File: src/rtl/snn_delay_pkg.sv
// Shared helpers for the delayed-synapse LIF network: weight bit layout,
// ternary weight decode and accumulator sizing.
package snn_delay_pkg;

  localparam int W_NZ   = 1;
  localparam int W_SIGN = 0;

  function automatic int clog2(input int x);
    int r;
    r = 0;
    while ((1 << r) < x) r++;
    return r;
  endfunction

  // Room for a full-scale potential plus M unit contributions of either sign.
  function automatic int sum_w(input int vw, input int m);
    return vw + clog2(m) + 2;
  endfunction

  function automatic logic signed [1:0] w2int(input logic [1:0] w);
    if (!w[W_NZ]) return 2'sd0;
    return w[W_SIGN] ? -2'sd1 : 2'sd1;
  endfunction

endpackage

File: src/rtl/snn_delay_layer.sv
// One LIF layer: per-input spike history shared by all N neurons, ternary
// delayed synapses. SNN_SPIKE_COUNT_EN adds saturating per-neuron spike counters.
module snn_delay_layer
  import snn_delay_pkg::*;
#(
  parameter int M  = 8,
  parameter int N  = 8,
  parameter int VW = 6,
  parameter int DW = 3
) (
  input  logic              clk,
  input  logic              reset,
  input  logic              act,
  input  logic [M-1:0]      in_spikes,
  input  logic [N*M*2-1:0]  weights,
  input  logic [N*M*DW-1:0] delays,
  input  logic [VW-1:0]     threshold,
  input  logic [VW-1:0]     decay,
  input  logic [VW-1:0]     refractory_period,
  output logic [N*VW-1:0]   potential,
  output logic [N-1:0]      spikes
`ifdef SNN_SPIKE_COUNT_EN
  ,
  output logic [N*8-1:0]    spike_count
`endif
);

  localparam int DMAX = 2**DW - 1;
  localparam int SW   = sum_w(VW, M);
  localparam logic signed [SW-1:0] VMAX = SW'((2**VW) - 1);

  logic [M-1:0][DMAX-1:0] hist;
  logic [M-1:0][DMAX:0]   taps;

  always_ff @(posedge clk) begin
    if (reset) begin
      hist <= '0;
    end else if (act) begin
      for (int m = 0; m < M; m++) begin
        hist[m][0] <= in_spikes[m];
        for (int d = 1; d < DMAX; d++) hist[m][d] <= hist[m][d-1];
      end
    end
  end

  // Tap 0 is the spike presented on this step; stored history supplies taps 1..DMAX.
  always_comb begin
    taps = '0;
    for (int m = 0; m < M; m++) taps[m] = {hist[m], in_spikes[m]};
  end

  for (genvar n = 0; n < N; n++) begin : g_neu
    logic signed [SW-1:0] syn, leak, u;
    logic signed [1:0]    wi;
    logic [DW-1:0]        dly;
    logic [VW-1:0]        v, rc;
    logic                 spk, fire;

    always_comb begin
      syn = '0;
      wi  = '0;
      dly = '0;
      for (int m = 0; m < M; m++) begin
        wi  = w2int(weights[(n*M+m)*2 +: 2]);
        dly = delays[(n*M+m)*DW +: DW];
        if (taps[m][dly]) syn = syn + {{(SW-2){wi[1]}}, wi};
      end
      leak = SW'(v) - SW'(decay);
      if (leak < 0) leak = '0;
      u = leak + syn;
      if (u < 0) u = '0;
      else if (u > VMAX) u = VMAX;
    end

    assign fire = (u >= SW'(threshold));

    always_ff @(posedge clk) begin
      if (reset) begin
        v   <= '0;
        rc  <= '0;
        spk <= 1'b0;
      end else if (act) begin
        if (rc != '0) begin
          rc  <= rc - VW'(1);
          v   <= '0;
          spk <= 1'b0;
        end else if (fire) begin
          spk <= 1'b1;
          v   <= '0;
          rc  <= refractory_period;
        end else begin
          spk <= 1'b0;
          v   <= u[VW-1:0];
        end
      end
    end

    assign potential[n*VW +: VW] = v;
    assign spikes[n]             = spk;

`ifdef SNN_SPIKE_COUNT_EN
    logic [7:0] cnt;
    always_ff @(posedge clk) begin
      if (reset) cnt <= '0;
      else if (act && rc == '0 && fire && cnt != 8'hFF) cnt <= cnt + 8'd1;
    end
    assign spike_count[n*8 +: 8] = cnt;
`endif
  end

endmodule

File: src/rtl/snn_delay_net_param.sv
// Two-layer delayed-synapse LIF network top: slices packed config buses and
// chains two layers. SNN_SPIKE_COUNT_EN exposes per-neuron spike counters.
module snn_delay_net_param
  import snn_delay_pkg::*;
#(
  parameter int M1 = 8,
  parameter int N1 = 8,
  parameter int N2 = 2,
  parameter int VW = 6,
  parameter int DW = 3
) (
  input  logic                        clk,
  input  logic                        reset,
  input  logic                        enable,
  input  logic                        step,
  input  logic [M1-1:0]               input_spikes,
  input  logic [(N1*M1+N2*N1)*2-1:0]  weights,
  input  logic [(N1*M1+N2*N1)*DW-1:0] delays,
  input  logic [VW-1:0]               threshold,
  input  logic [VW-1:0]               decay,
  input  logic [VW-1:0]               refractory_period,
  output logic [(N1+N2)*VW-1:0]       membrane_potential_out,
  output logic [N1-1:0]               output_spikes_layer1,
  output logic [N2-1:0]               output_spikes
`ifdef SNN_SPIKE_COUNT_EN
  ,
  output logic [(N1+N2)*8-1:0]        spike_count
`endif
);

  localparam int NW1 = N1 * M1;
  localparam int NW2 = N2 * N1;

  logic act;
  assign act = enable & step;

  snn_delay_layer #(.M(M1), .N(N1), .VW(VW), .DW(DW)) u_l1 (
    .clk               (clk),
    .reset             (reset),
    .act               (act),
    .in_spikes         (input_spikes),
    .weights           (weights[NW1*2-1:0]),
    .delays            (delays[NW1*DW-1:0]),
    .threshold         (threshold),
    .decay             (decay),
    .refractory_period (refractory_period),
    .potential         (membrane_potential_out[N1*VW-1:0]),
    .spikes            (output_spikes_layer1)
`ifdef SNN_SPIKE_COUNT_EN
    ,
    .spike_count       (spike_count[N1*8-1:0])
`endif
  );

  // Layer 2 sees layer-1's registered spikes, hence one extra step of latency.
  snn_delay_layer #(.M(N1), .N(N2), .VW(VW), .DW(DW)) u_l2 (
    .clk               (clk),
    .reset             (reset),
    .act               (act),
    .in_spikes         (output_spikes_layer1),
    .weights           (weights[(NW1+NW2)*2-1:NW1*2]),
    .delays            (delays[(NW1+NW2)*DW-1:NW1*DW]),
    .threshold         (threshold),
    .decay             (decay),
    .refractory_period (refractory_period),
    .potential         (membrane_potential_out[(N1+N2)*VW-1:N1*VW]),
    .spikes            (output_spikes)
`ifdef SNN_SPIKE_COUNT_EN
    ,
    .spike_count       (spike_count[(N1+N2)*8-1:N1*8])
`endif
  );

endmodule

File: config.mk
export PLATFORM = sky130hd
export DESIGN_NAME = snn_delay_net_param
export DESIGN_NICKNAME = d
export VERILOG_FILES = /design/src/rtl/snn_delay_pkg.sv /design/src/rtl/snn_delay_layer.sv /design/src/rtl/snn_delay_net_param.sv
export SDC_FILE = /design/constraint.sdc
export NUM_CORES = 1
export LEC_CHECK = 0
export ABC_AREA = 0
export CAP_MARGIN = 25
export CORE_MARGIN = 2
export CORE_UTILIZATION = 52
export CTS_BUF_LIST = sky130_fd_sc_hd__clkbuf_4 sky130_fd_sc_hd__clkbuf_8
export DETAILED_ROUTE_END_ITERATION = 8
export GPL_TIMING_DRIVEN = 0
export PLACE_DENSITY_LB_ADDON = 0.2
export SLEW_MARGIN = 20
export SYNTH_ARGS = -nofsm -noshare
export SYNTH_HDL_FRONTEND = slang
export SYNTH_SLANG_ARGS = --single-unit
File: constraint.sdc
create_clock -name clk -period 25.4 [get_ports clk]
set_input_delay 3.81 -clock clk [delete_from_list [all_inputs] [get_ports clk]]
set_output_delay 3.81 -clock clk [all_outputs]
set_load 0.01 [all_outputs]
==> out/qor.yml <==
port-buffer-count: 493
min-delay-start: "u_l2.hist[53]"
async_reset_ff_frac: 0
grt_setup_unrepaired: "no"
rr_worst_depth: 61
grt_pass1_wl_mm: 294
dp_slack_ps: 7070
skew_ps: 40.3
die_h_um: 336
core_mm2: 0.109
synth_top_family_by_area: "compound AO/OA/AOI/OAI gates"
cp_slowest_cell: "or4b_2"
ys_top_cells_by_area: "ha_1, dfxtp_1, mux2_2"
clkSlewWorstSetupHoldPaths_ps: 60
pin_count: 500
gp_congestion: 0.967
layout.area.seq_mm2: 0.00484
synth.most_common_cell: "ha_1"
dpl.hpwl_mm: 159
cts_tree: "done"
hp-class: "register to register"
synth_simple_gate_area_share: 0.175
critPathArrivalTime_ps: 18570
synthAdderAreaFrac: 0.230
power.switching_mw: 1.15
vias_per_cell: 6.13
numCtsBuffers: 47
ant_nets: 0
worst_path_most_repeated_cell: "ha_1"
period_share: 0.709
tns_ps: 0
antenna_found_initial: 34
final_area_mm2: 0.0656
post_cts_buffers: 0
muxShareOfSynthArea: 0.149
placed_area_mm2: 0.0645
vias: 56600
p_per_area_mw_per_mm2: 38.3
ff2ff_setup_slack_ps: 10710
synth.net_count: 8556
wire_per_inst_um: 20.7
cts_sinks: 242
synth_area_leader_cell: "ha_1"
worstSetupStartpointType: "input port"
cp.required_ps: 25950
cts_root_buf: "clkbuf_8"
cp_max_fo: 10
critPathMaxStageDelay_ps: 610
synthTopCellsByCount: "ha_1, nand2_1, a21oi_1"
ys_types: 103
r2r_start: "u_l1.hist[4]"
fin_nets: 9118
p_sw_frac: 0.456
power_frac_clock: 0.177
leakage_nw: 30.1
relSlewSlack: 0.230
multi_input_area_mm2: 0.0508
setup_slack_ps: 7380
cts.path.max_buffers: 3
start_util: 0.526
max_freq_mhz: 55.5
outcome: "finished, final reports clean"
p_int_mw: 1.37
clk_latency_ps: 650
drt_iter0_markers: 3936
htree_levels: 2
cts_resized: 0
ys_seq_area_frac: 0.0844
hold_viol_final: 0
crit_type: "input port to register"
synth_edf_count: 0
die_x_um: 336
tightestPinTransition_ps: 1150
instances_no_fill: 9243
seqPwrFrac: 0.194
layout_min_cycle_time_ps: 18020
syn_inst: 7153
layout-drive-gt1-share: 0.0931
drt_wl_total_mm: 192
fillerInstances: 9911
drc_errors: 0
grt_pass1_vias: 53800
syn_area_mm2: 0.0574
syn_avg_cell_area_um2: 8.02
firstDrtPassIters: 6
dp_cells: 9140
rows: 121
synth_xor_area_frac: 0.0872
synth_seq_cells: 242
hold_path_end: "u_l2.hist[54]"
finalSetupViolCount: 0
maxCapViolations: 0
combPwrFrac: 0.629
vdd_drop_max_mv: 0.0426
synth_compound_area_frac: 0.242
synth_top_area_share: 0.182
cts.hold.buffers_added: 0
whs_path_depth: 2
grt_max_degree: 16
synth_ff_type: "dfxtp_1"
yosys_warnings: 0
grt_overflow: 0
report.power.total_mw: 2.51
grt_usage: 0.328
area_growth_pct: 14.3
drv_slew: 0
r2r_end: "u_l1.g_neu[2].v[4]"
die_area_mm2: 0.113
endpoint_kind: "register"
==> cell type report <==
type,instances,area share
Antenna cell,14,0.000534
Buffer,180,0.0112
Clock buffer,73,0.0142
Clock inverter,14,0.00202
Inverter,305,0.0175
Multi-Input combinational cell,6426,0.774
Sequential cell,242,0.0739
Tap cell,1476,0.0282
Timing Repair Buffer,513,0.0787
==> worst max-delay path by stage <==
stage	end	slack (ps)	startpoint
floorplan	u_l1.g_neu[2].v[0]	9450	delays[49]
global route	u_l1.g_neu[2].v[1]	6260	input_spikes[0]
CTS	u_l1.g_neu[2].v[4]	7710	input_spikes[0]
detailed placement	u_l1.g_neu[2].v[4]	7070	input_spikes[0]
global placement	u_l1.g_neu[2].v[5]	7170	input_spikes[0]
finish	u_l1.g_neu[2].v[4]	7380	input_spikes[0]
==> registers in the layout, summed over array words and instances, names as in the netlist <==
| register | cells |
|---|---|
| u_l1.g_neu.rc | 48 |
| u_l1.g_neu.spk | 8 |
| u_l1.g_neu.v | 48 |
| u_l1.hist | 56 |
| u_l2.g_neu.rc | 12 |
| u_l2.g_neu.spk | 2 |
| u_l2.g_neu.v | 12 |
| u_l2.hist | 56 |
==> per-layer routing <==
metal / vias up / share of wire / global-route usage
met4: 36 / 0.053 / 0.158
met2: 1836 / 0.44 / 0.530
li1: 27600 / - / -
met5: - / 0.0013 / 0
met3: 362 / 0.083 / 0.0637
met1: 26700 / 0.42 / 0.418
==> cell families after synthesis <==
group	count (synthesis)
xor gates and xnor gates	553
buffers and inverters	485
AOI/OAI and AO/OA	2143
adders and majority gates	973
DFF	242
and+or+nand+nor	2147
muxes	610
==> critical path: cells and delay by family <==
kind | cells | cell delay, ps
buffers and inverters | 6 | 1680
xor gates and xnor gates | 7 | 1580
and+or+nand+nor | 15 | 3180
AOI/OAI and AO/OA | 21 | 4230
muxes | 4 | 1090
adders and majority gates | 9 | 2990
==> stage by stage <==
step	utilization	hold WS (ps)
floorplan	-	432
global route	0.601	484
global placement	0.588	439
detailed placement	0.591	451
CTS	0.600	442
finish	0.601	454
==> layout by cell type (no fill, tap or decap), types with 154 or more instances in the layout <==
cell	synthesis	layout
o21ai_0	416	416
a21o_1	263	263
a21oi_1	649	649
xor2_1	199	199
clkdlybuf4s50_1	0	491
nand2_1	759	759
mux2_2	315	315
inv_1	296	296
ha_1	837	837
nor2_1	580	580
xnor2_1	342	342
clkbuf_1	158	154
dfxtp_1	242	242
==> power groups by stage <==
| stage | logic [mW] | registers, mW | clock network (mW) |
|---|---|---|---|
| after floorplan | 1.13 | 0.479 | 0 |
| after global placement | 1.51 | 0.490 | 0 |
| after detailed placement | 1.55 | 0.492 | 0 |
| after CTS | 1.56 | 0.485 | 0.447 |
| after global routing | 1.76 | 0.493 | 0.463 |
| final | 1.58 | 0.487 | 0.444 |
Note: power is estimated with default switching activity, not from simulation.
